$ cat src/rtl/mc_alu_pkg.sv
// mc_alu_pkg: opcode encodings and FSM state type shared by the multi-cycle ALU.
package mc_alu_pkg;

  localparam logic [2:0] OP_ADD  = 3'b000;
  localparam logic [2:0] OP_SUB  = 3'b001;
  localparam logic [2:0] OP_AND  = 3'b010;
  localparam logic [2:0] OP_OR   = 3'b011;
  localparam logic [2:0] OP_SLT  = 3'b100;
  localparam logic [2:0] OP_NOR  = 3'b101;
  localparam logic [2:0] OP_MUL  = 3'b110;
  localparam logic [2:0] OP_RSVD = 3'b111;

  typedef enum logic [1:0] {
    IDLE = 2'd0,
    BUSY = 2'd1,
    HOLD = 2'd2
  } state_t;

endpackage

$ cat src/rtl/mc_alu_mul.sv
// mc_alu_mul: LSB-first shift-add unsigned multiplier, one partial product per cycle.
// A start pulse loads the operands and sets the counter to WIDTH; each following
// cycle adds the shifted multiplicand when the current multiplier bit is set.
// 'product' is the accumulator value after the step taken this cycle, so it
// carries the full 2*WIDTH result in the cycle 'done' is high (last step).
module mc_alu_mul import mc_alu_pkg::*; #(
  parameter int WIDTH = 32
) (
  input  logic               clk,
  input  logic               reset,
  input  logic               start,
  input  logic [WIDTH-1:0]   a,
  input  logic [WIDTH-1:0]   b,
  output logic               done,
  output logic [2*WIDTH-1:0] product
);

  localparam int CNT_W = $clog2(WIDTH) + 1;

  logic [2*WIDTH-1:0] acc_reg;
  logic [2*WIDTH-1:0] mcand_reg;
  logic [WIDTH-1:0]   mplier_reg;
  logic [CNT_W-1:0]   cnt_reg;

  // Accumulator value after this cycle's step; done flags the final step.
  always_comb begin
    product = acc_reg + (mplier_reg[0] ? mcand_reg : '0);
    done    = (cnt_reg == CNT_W'(1));
  end

  // Operand load on start, then one shift-add step per cycle while counting down.
  always_ff @(posedge clk) begin
    if (reset) begin
      acc_reg    <= '0;
      mcand_reg  <= '0;
      mplier_reg <= '0;
      cnt_reg    <= '0;
    end else if (start) begin
      acc_reg    <= '0;
      mcand_reg  <= {{WIDTH{1'b0}}, a};
      mplier_reg <= b;
      cnt_reg    <= CNT_W'(WIDTH);
    end else if (cnt_reg != '0) begin
      acc_reg    <= product;
      mcand_reg  <= mcand_reg << 1;
      mplier_reg <= mplier_reg >> 1;
      cnt_reg    <= cnt_reg - CNT_W'(1);
    end
  end

endmodule

$ cat src/rtl/mc_alu.sv
// mc_alu: multi-cycle ALU with valid/ready handshake on both sides.
// Single-cycle ops (ADD/SUB/AND/OR/SLT/NOR/reserved) register their result at
// acceptance; MUL runs through the mc_alu_mul iterator when MC_ALU_MUL_EN is
// defined, otherwise opcode 110 behaves like the reserved opcode.
module mc_alu import mc_alu_pkg::*; #(
  parameter int WIDTH = 32
) (
  input  logic             clk,
  input  logic             reset,
  input  logic             in_valid,
  output logic             in_ready,
  input  logic [WIDTH-1:0] a,
  input  logic [WIDTH-1:0] b,
  input  logic [2:0]       ctrl,
  output logic             out_valid,
  input  logic             out_ready,
  output logic [WIDTH-1:0] result,
  output logic [WIDTH-1:0] result_hi,
  output logic             zero,
  output logic             carry,
  output logic             overflow
);

  state_t state_reg, state_next;

  logic             accept;
  logic             start_mul;
  logic             mul_done;

  logic             is_sub;
  logic [WIDTH-1:0] b_eff;
  logic [WIDTH-1:0] sum;
  logic             cout;
  logic             add_ovf;

  logic [WIDTH-1:0] op_result;
  logic             op_carry;
  logic             op_overflow;

  logic [WIDTH-1:0] result_reg;
  logic [WIDTH-1:0] result_hi_reg;
  logic             zero_reg;
  logic             carry_reg;
  logic             overflow_reg;

  assign accept = in_valid && in_ready;

`ifdef MC_ALU_MUL_EN
  logic [2*WIDTH-1:0] mul_product;

  assign start_mul = accept && (ctrl == OP_MUL);

  mc_alu_mul #(.WIDTH(WIDTH)) u_mul (
    .clk     (clk),
    .reset   (reset),
    .start   (start_mul),
    .a       (a),
    .b       (b),
    .done    (mul_done),
    .product (mul_product)
  );
`else
  assign start_mul = 1'b0;
  assign mul_done  = 1'b0;
`endif

  // Shared adder: SUB and SLT use a + ~b + 1, so carry-out 1 means no borrow.
  always_comb begin
    is_sub      = (ctrl == OP_SUB) || (ctrl == OP_SLT);
    b_eff       = is_sub ? ~b : b;
    {cout, sum} = {1'b0, a} + {1'b0, b_eff} + (WIDTH+1)'(is_sub);
    add_ovf     = (a[WIDTH-1] == b_eff[WIDTH-1]) && (sum[WIDTH-1] != a[WIDTH-1]);
  end

  // Single-cycle result and flag selection; reserved (and MUL when disabled) yield zeros.
  always_comb begin
    op_result   = '0;
    op_carry    = 1'b0;
    op_overflow = 1'b0;
    case (ctrl)
      OP_ADD, OP_SUB: begin
        op_result   = sum;
        op_carry    = cout;
        op_overflow = add_ovf;
      end
      OP_AND: op_result = a & b;
      OP_OR:  op_result = a | b;
      OP_NOR: op_result = ~(a | b);
      OP_SLT: begin
        op_result[0] = sum[WIDTH-1] ^ add_ovf;
        op_carry     = cout;
        op_overflow  = add_ovf;
      end
      default: ;
    endcase
  end

  // State register.
  always_ff @(posedge clk) begin
    if (reset) state_reg <= IDLE;
    else       state_reg <= state_next;
  end

  // Next-state logic: accept in IDLE, iterate in BUSY, wait for the consumer in HOLD.
  always_comb begin
    state_next = state_reg;
    case (state_reg)
      IDLE: begin
        if (accept) state_next = start_mul ? BUSY : HOLD;
      end
      BUSY: begin
        if (mul_done) state_next = HOLD;
      end
      HOLD: begin
        if (out_ready) state_next = IDLE;
      end
      default: state_next = IDLE;
    endcase
  end

  // Handshake outputs decoded from state.
  always_comb begin
    in_ready  = (state_reg == IDLE);
    out_valid = (state_reg == HOLD);
  end

  // Result and flag registers: loaded at single-cycle acceptance or on the final MUL step.
  always_ff @(posedge clk) begin
    if (reset) begin
      result_reg    <= '0;
      result_hi_reg <= '0;
      zero_reg      <= 1'b0;
      carry_reg     <= 1'b0;
      overflow_reg  <= 1'b0;
    end else if (accept && !start_mul) begin
      result_reg    <= op_result;
      result_hi_reg <= '0;
      zero_reg      <= (op_result == '0);
      carry_reg     <= op_carry;
      overflow_reg  <= op_overflow;
    end
`ifdef MC_ALU_MUL_EN
    else if ((state_reg == BUSY) && mul_done) begin
      result_reg    <= mul_product[WIDTH-1:0];
      result_hi_reg <= mul_product[2*WIDTH-1:WIDTH];
      zero_reg      <= (mul_product == '0);
      carry_reg     <= (mul_product[2*WIDTH-1:WIDTH] != '0);
      overflow_reg  <= 1'b0;
    end
`endif
  end

  assign result    = result_reg;
  assign result_hi = result_hi_reg;
  assign zero      = zero_reg;
  assign carry     = carry_reg;
  assign overflow  = overflow_reg;

endmodule

$ cat config.mk
export PLATFORM = sky130hd
export DESIGN_NAME = mc_alu
export DESIGN_NICKNAME = d
export VERILOG_FILES = /design/src/rtl/mc_alu_pkg.sv /design/src/rtl/mc_alu_mul.sv /design/src/rtl/mc_alu.sv
export SDC_FILE = /design/constraint.sdc
export NUM_CORES = 1
export LEC_CHECK = 0
export ABC_AREA = 1
export CAP_MARGIN = 0
export CORE_UTILIZATION = 51
export DETAILED_ROUTE_END_ITERATION = 8
export HOLD_SLACK_MARGIN = 0.06
export PLACE_DENSITY = 0.85
export SLEW_MARGIN = 10
export SYNTH_ARGS = -nofsm -noshare
export SYNTH_HDL_FRONTEND = slang
export SYNTH_SLANG_ARGS = --single-unit
$ cat constraint.sdc
create_clock -name clk -period 4 [get_ports clk]
set_input_delay 0.6 -clock clk [delete_from_list [all_inputs] [get_ports clk]]
set_output_delay 0.6 -clock clk [all_outputs]
set_load 0.05 [all_outputs]
==> results of run 1 <==
## cells by family after synthesis
logic type	after synthesis	share of synthesized area
buffers and inverters	203	0.1643
xor gates and xnor gates	31	0.04967
muxes	1	0.001831
DFF	36	0.1318
AOI/OAI and AO/OA	148	0.1698
other	1	0.0006860
and+or+nand+nor	507	0.3957
adders and majority gates	37	0.08606
## worst max-delay path: cells and delay by family
kind | cells | cell delay [ns]
AO/OA/AOI/OAI | 3 | 0.41
XOR/XNOR | 1 | 0.09
adder cells (fa/ha/maj) | 1 | 0.41
buffers and inverters | 4 | 0.81
AND/OR/NAND/NOR | 12 | 1.55
## routing by layer
metal  vias to the layer above  track usage  share of wire
met5                         -            0              0
met4                         0      0.08433          0.023
met3                        30      0.05195          0.084
met2                       250       0.5399           0.45
met1                      2925       0.4108           0.44
li1                       3271            -              -
## worst max-delay path by stage
stage / from / to / cells past startpoint
finish: ctrl[1] / zero / 21
global route: ctrl[1] / zero / 21
CTS: ctrl[1] / zero / 20
detailed placement: ctrl[1] / zero / 20
global placement: ctrl[2] / zero / 20
floorplan: ctrl[2] / zero / 21
## synthesized netlist by cell type, types with 2 or more instances
cell type,number,area [sq um]
inv_1,139,521.8
nand2_2,13,81.33
o21a_1,3,22.52
o21ai_1,3,15.01
ha_1,36,450.4
a21o_1,4,30.03
nor2_2,3,18.77
nand3_1,70,350.3
clkbuf_1,15,56.30
nor3_1,9,45.04
o211ai_1,20,150.1
a32oi_1,20,175.2
nand3_4,2,35.03
nor3_2,2,20.02
nor2_1,127,476.7
a211oi_1,2,15.01
buf_1,3,11.26
clkinv_1,2,7.510
nand4_1,8,50.05
o21ai_0,45,225.2
a21oi_1,36,180.2
xor2_1,31,271.5
nand3b_1,12,90.09
dfxtp_1,36,720.7
inv_2,6,22.52
o21bai_1,8,60.06
buf_2,4,20.02
buf_4,33,247.7
a221oi_1,2,17.52
nand2_1,258,968.4
## per-stage QoR
step	worst slack [ns]	hold slack (ns)	total power [uW]	area, sq um
after global routing	0.05976	0.4947	2089	6799
after detailed placement	-0.1290	0.4655	1612	6683
after CTS	0.1788	0.4766	1936	6794
after floorplan	0.6488	0.6893	1254	5583
after global placement	-0.1241	0.4631	1602	6683
final	0.3567	0.4706	1954	6799
## cell type report
class                   instances  share of cell area
inverters                     147             0.08116
clock buffers                   5             0.01012
repair buffers                131              0.1877
multi-input cells             756              0.5837
well taps                     136             0.02503
clock inverters                 3            0.006257
flip-flops and latches         36              0.1060
## what timing repair did
item	in CTS	in global routing
resized for setup	0	3
buffers inserted	0	0
endpoints found under the setup margin	0	2
## power groups by stage
stage | registers [uW] | logic (uW) | clock network (uW)
2_1_floorplan | 521 | 733 | 0
3_3_place_gp | 415 | 1190 | 0
6_report | 409 | 1230 | 319
3_5_place_dp | 415 | 1200 | 0
5_1_grt | 411 | 1340 | 337
4_1_cts | 409 | 1210 | 321
==> impl_metrics.toml, run 1 <==
[grt]
gr-usage-all-layers = 0.3161
grt_pass1_vias = 6027
antenna_found_initial = 0
overflow = 0
grt_start_max_net_pins = 53
grt_pass1_wl_microns = 28270

[finish]
largest_reg_flops = 32
antenna_cells = 0
final_cells = 1214
multi_input_comb_area_sq_um = 3969
fillerInstances = 1007
drive_gt1_frac = 0.05844
final_common_cell = "nand2_1"
fin_nets = 1185
area.sequential_sq_um = 720.7
final_cell_mix = "nand2_1 (257), inv_1 (139), nor2_1 (127)"
syn_to_final_growth_pct = 24.38
finish.utilization = 0.6556

[timing]
finalSetupViolCount = 0
clock.fmax_mhz = 274.5
tns_ns = 0
fin_skew_ns = 0.005423
fin_crit_sh = 0.9108
max_slew_margin = 0.5730
drv_slew = 0
min_period_ns = 3.643
hold_viol = 0
worst_pin_slew_ns = 0.6384
rsz0062_at_grt = "false"

[worst_setup_path]
r2r_end = "zero"
critical_path.endpoint_type = "flop"
path_common_cell = "nand2_1"
reg2reg_depth = 15
crit_fanout = 18
worstPathArrival_ns = 3.87
r2r-start = "state_reg[1]"
path_cells = "clkdlybuf4s50_1 > nor2_1 > nand2_2 > nand2_2 > buf_12 > xor2_1 > ha_2 > nand2_1 > inv_1 > nand2_1 > nor3_2 > nand3_1 > nand3_1 > inv_1 > o21bai_1 > nand2_1 > nand2_1 > o21ai_1 > nor3_1 > nand2_1 > a21oi_2"
cp.required_ns = 4.22
startpoint_type = "primary input"
r2r_slack_ns = 1.99
path_class = "primary input to flop"
crit_slowest_cell = "clkdlybuf4s50_1"
crit_path_max_incr_delay_ns = 0.47

[logic_synthesis]
ys.flop_type = "dfxtp_1"
ys_ff_latch = 36
ys_seq_area_frac = 0.1318
async_flop_share = 0
syn_area_sq_um = 5466
yosysWarnings = 0
synth_edf_count = 0
syn_inst = 964
syn_area_per_cell_sq_um = 5.671
yosysUniqueCellTypes = 42

[power_and_ir_drop]
pwr-share-seq = 0.209
p_leak_uw = 0.003570
switchingPower_uw = 958.4
p_comb_frac = 0.628
vdd_drop_max_uv = 489.6
p_per_area_nw_per_um2 = 287.4
clkPwrFrac = 0.163
sw_frac_of_total = 0.4905
intPower_uw = 995.4

[drt]
viasPerCell = 5.334
drt_wl_total_microns = 17710
wl_per_cell_microns = 14.58
antenna_left = 0
drcViolationCount = 0
dr.pass1.iters = 5
vias = 6476
drt_iter0_markers = 515

[placed_design]
gp_congestion = 0.9929
port_buffers = 107
numPlacedInstances = 1206
place_hpwl_microns = 14210

[clock_tree]
ctsHoldBuffers = 0
clockBufferDepth = 2
clk_pin_slew_ns = 0.08
numCtsBuffers = 5
root_buffer = "clkbuf_8"
h-tree-depth = 2
cts_sinks = 36
cts_tree = "yes"
clk_latency_ns = 0.29

[die]
num_rows = 37
start_util = 0.5271
dieArea_sq_um = 11140
io_pins = 140
die_w_microns = 105.5
core_area_sq_um = 10370
die-height_microns = 105.5

[worst_hold_path]
hold_path.class = "flop to flop"
hold_depth = 2
min_to = "carry"
hp-start = "carry"

[run_status]
outcome = "complete, no violations"

[run]
drv_cap = 0
Note: power is estimated with default switching activity, not from simulation.
==> run 2: changes to the inputs <==
ABC_AREA = not set   (was 1)
CORE_UTILIZATION = 50   (was 51)
GPL_ROUTABILITY_DRIVEN = 0   (was not set)
==> run 2 against run 1 <==
Effect of this change:
- the flow now finishes with violations (negative setup slack)
- sequential share of layout area is 1.3 points lower
- maximum frequency is 14% lower
- first-iteration DRC count is 79% higher
- total power is 30% higher
- cell count is 17% lower
- sequential cell count stayed put
- critical path type unchanged
- critical endpoint unchanged
- largest power group unchanged
- highest routed layer unchanged
==> impl_metrics.toml, run 2 <==
[finish]
syn_to_final_growth_pct = 56.31
final_common_cell = "buf_4"
final_cell_mix = "buf_4 (149), clkdlybuf4s50_1 (103), nor2_1 (64)"
antenna_cells = 0
fin_nets = 987
largest_reg_flops = 32
final_cells = 1008
drive_gt1_frac = 0.3015

[grt]
grt_pass1_vias = 6319
overflow = 0
antenna_found_initial = 0
grt_pass1_wl_microns = 29700
grt_start_max_net_pins = 62
gr-usage-all-layers = 0.3647

[timing]
min_period_ns = 4.217
fin_skew_ns = 0.009136
max_slew_margin = 0.5612
clock.fmax_mhz = 237.1
finalWorstSetupSlack_ns = -0.2171
finalSetupViolCount = 7
tns_ns = -0.6847
fin_crit_sh = 1.054
worst_pin_slew_ns = 0.6557
hold_viol = 0
drv_slew = 0

[logic_synthesis]
synth.top_cell.area_share = 0.1456
synth_compound_area_frac = 0.2817
ys_ff_latch = 36
syn_area_sq_um = 4948
synth_largest_area_cell = "dfxtp_1"
yosys.area_share.simple = 0.2038
synth_xor_area_frac = 0.09735
muxShareOfSynthArea = 0.01138
ys_seq_area_frac = 0.1456
ys.flop_type = "dfxtp_1"
syn_inst = 654
async_flop_share = 0
yosysMostFrequentCell = "nor2_1"
synthAdderAreaFrac = 0.1558
syn_area_per_cell_sq_um = 7.567
synth.area.top_cells = "dfxtp_1 (15%), ha_1 (9.1%), xor2_1 (7.1%)"
yosys-top-cells-count = "nor2_1 (67), nand2_1 (53), a21oi_1 (52), xor2_1 (40)"
synth_edf_count = 0
yosysUniqueCellTypes = 78
synth_top_family_by_area = "compound AO/OA/AOI/OAI gates"
yosysWarnings = 0

[power_and_ir_drop]
sw_frac_of_total = 0.4863
p_leak_uw = 0.003164
switchingPower_uw = 1235
intPower_uw = 1304
clkPwrFrac = 0.096
p_comb_frac = 0.743
vdd_drop_max_uv = 207.0
pwr-share-seq = 0.162
p_per_area_nw_per_um2 = 328.3

[die]
start_util = 0.5256
dieArea_sq_um = 10300
num_rows = 35
core_area_sq_um = 9415
die_w_microns = 101.5
io_pins = 140
die-height_microns = 101.5

[drt]
viasPerCell = 6.972
vias = 7028
wl_per_cell_microns = 23.74
drt_wl_total_microns = 23930
antenna_left = 0
drt_iter0_markers = 921
drcViolationCount = 0
dr.pass1.iters = 7

[worst_setup_path]
worstPathArrival_ns = 4.39
startpoint_type = "primary input"
crit_fanout = 4
critical_path.endpoint_type = "flop"
path_class = "primary input to flop"
cp.required_ns = 4.17

[placed_design]
port_buffers = 107
place_hpwl_microns = 13520
numPlacedInstances = 979
dp_slack_ns = -0.5911

[clock_tree]
h-tree-depth = 2
cts_tree = "yes"
clk_pin_slew_ns = 0.07
root_buffer = "clkbuf_8"
numCtsBuffers = 5
ctsHoldBuffers = 0
clk_latency_ns = 0.29
cts_sinks = 36
clockBufferDepth = 2

[run_status]
failed_checks = "negative setup slack"
outcome = "complete, but fails checks"

[run]
drv_cap = 0

[worst_hold_path]
hold_path.class = "flop to flop"
run 2: cell type report:
cell class	count	area, sq um
tap	129	161.4
multi-input combinational	566	4458
fill	502	1680
inverter	9	33.78
timing repair buffer	261	2283
sequential	36	720.7
clock buffer	6	72.57
clock inverter	1	5.005
run 2: worst paths after layout:
path	start	endpoint	slack, ns	depth (start not counted)
min	carry	carry	0.47	2
max	ctrl[2]	zero	-0.22	16
max reg2reg	state_reg[1]	zero	1.51	9
min reg2reg	carry	carry	0.47	2
run 2: worst max-delay path, cell delays in order:
cell	delay (ns)
clkbuf_2	0.13
xnor2_2	0.17
nor2_4	0.23
xor2_2	0.20
buf_4	0.14
ha_1	0.25
a31o_2	0.35
a21oi_4	0.32
a21oi_4	0.13
a2111oi_4	0.52
o21ai_4	0.15
a21oi_2	0.19
mux2_2	0.36
o211ai_1	0.29
nor4_2	0.10
a41o_1	0.23
run 2: cell families after synthesis:
kind of cell,after synthesis
mux,5
buf+inv,83
flops,36
fa+ha+maj,67
other cells,1
compound gates,197
xor+xnor,55
simple gates,210
run 2: routing by layer:
metal	wire length, microns	global-route usage	share of wire
met1	7778	0.4050	0.33
met4	2493	0.2252	0.10
met3	3290	0.06625	0.14
met5	0	0	0
met2	10370	0.6457	0.43
run 2: metrics by stage:
| step | hold WS (ns) | power [uW] | util | cell area (sq um) |
|---|---|---|---|---|
| 2_1_floorplan | 0.6737 | 1340 | - | 5179 |
| 3_3_place_gp | 0.4530 | 1844 | 0.7337 | 6908 |
| 3_5_place_dp | 0.4641 | 1896 | 0.7337 | 6908 |
| 4_1_cts | 0.4730 | 2217 | 0.7736 | 7283 |
| 5_1_grt | 0.5166 | 2619 | 0.8215 | 7735 |
| 6_report | 0.4744 | 2539 | 0.8215 | 7735 |
run 2: power groups by stage:
stage	Combinational [uW]	Sequential (uW)	Clock [uW]
after floorplan	820	520	0
after global placement	1430	415	0
after detailed placement	1480	417	0
after CTS	1570	409	237
after global routing	1950	412	259
final	1890	410	243
run 2: repair_timing:
action | 4_1_cts | 5_1_grt
endpoints found under the hold margin | 0 | 0
gates cloned | 1 | 0
setup endpoints to repair | 8 | 9
pin swaps | 22 | 33
resized for setup | 47 | 62
buffers inserted | 7 | 14
==> RTL edit, RTL diff (flow settings as in run 2) <==
Change the parameter `WIDTH` from 32 to 64.
--- a/src/rtl/mc_alu.sv
+++ b/src/rtl/mc_alu.sv
@@ -4,5 +4,5 @@
 // defined, otherwise opcode 110 behaves like the reserved opcode.
 module mc_alu import mc_alu_pkg::*; #(
-  parameter int WIDTH = 32
+  parameter int WIDTH = 64
 ) (
   input  logic             clk,
Interface: changed (resized a, b, result and result_hi); port bits go from 140 to 268. The function was not compared with the original's and may differ.
==> RTL edit against run 2 <==
The flow now stops in 5_1_grt. Synthesized area rose by 94%.
==> RTL edit: results (changes against run 2) <==
[clocking]
clockRootBuffer = clkbuf_16  ; was clkbuf_8
clkSinkCount = 68  ; was 36
cts.htree.levels = 3  ; was 2
numCtsBuffers = 9  ; was 5
clock_path_buffers = 2  ; unchanged

[synthesis]
ys_types = 81  ; was 78
synth.area.top_cells = dfxtp_1 14%, ha_1 8.6%, xor2_1 8.0%  ; was dfxtp_1 15%, ha_1 9.1%, xor2_1 7.1%
synthArstFlopShare_pct = 0  ; unchanged
synth_cells = 1331  ; was 654
synth_top_cells_by_count = 130 x a21oi_1, 130 x nor2_1, 107 x nand2_1, 88 x xor2_1, 76 x o21ai_0  ; was 67 x nor2_1, 53 x nand2_1, 52 x a21oi_1, 40 x xor2_1
ys_seq_area_share_pct = 14.2  ; was 14.6%
yosys_warnings = 0  ; unchanged
synth_ff_type = dfxtp_1  ; unchanged

[status]
error_line = [ERROR GRT-0232] Routing congestion too high. Check the congestion heatmap in the GUI.
failed_stage = 5_1_grt
status = did not finish  ; was finished, violations left

[place]
hpwlAfterDp_mm = 35.0  ; was 13.5 mm
place_ws_ns = -1.68  ; was -0.591 ns
dp_cells = 2130  ; was 979
post_dp_cell_area_mm2 = 0.0148  ; was 0.00691 mm2
portBuffers = 203  ; was 107

[floorplanning]
placementRows = 50  ; was 35

[global_routing]
grt_overflow = 337
grt_start_max_net_pins = 109
grtUsageTotal_pct = 89.8

==> RTL edit: cell types whose count changed after synthesis, sizes merged, moves of 33 or more <==
cell / run 2 / this run
maj3: 30 / 63
nor3: 29 / 63
xor2: 40 / 88
o21ai: 23 / 81
a21oi: 52 / 132
nand2: 53 / 107
nor2: 68 / 130
buf: 52 / 87
nand4: 11 / 47
clkbuf: 22 / 64
==> RTL edit: layer usage <==
metal | track usage, % | GRT overflow
met4 | 94.5 | 118
met5 | 60.7 | 4
met3 | 80.4 | 11
met1 | 86.8 | 12
met2 | 102 | 192
==> RTL edit: kinds of logic after synthesis <==
logic type      share of synthesized area, %
buf+inv                                 9.54
mux                                    0.208
simple gates                            20.4
compound gates                          29.4
flops                                   14.2
fa+ha+maj                               15.4
other cells                           0.0390
xor+xnor                                10.9
==> RTL edit: repair_timing <==
action / CTS
gates cloned: 3
gates resized for setup: 148
setup buffers: 33
pin swaps: 72
endpoints found under the setup margin: 54
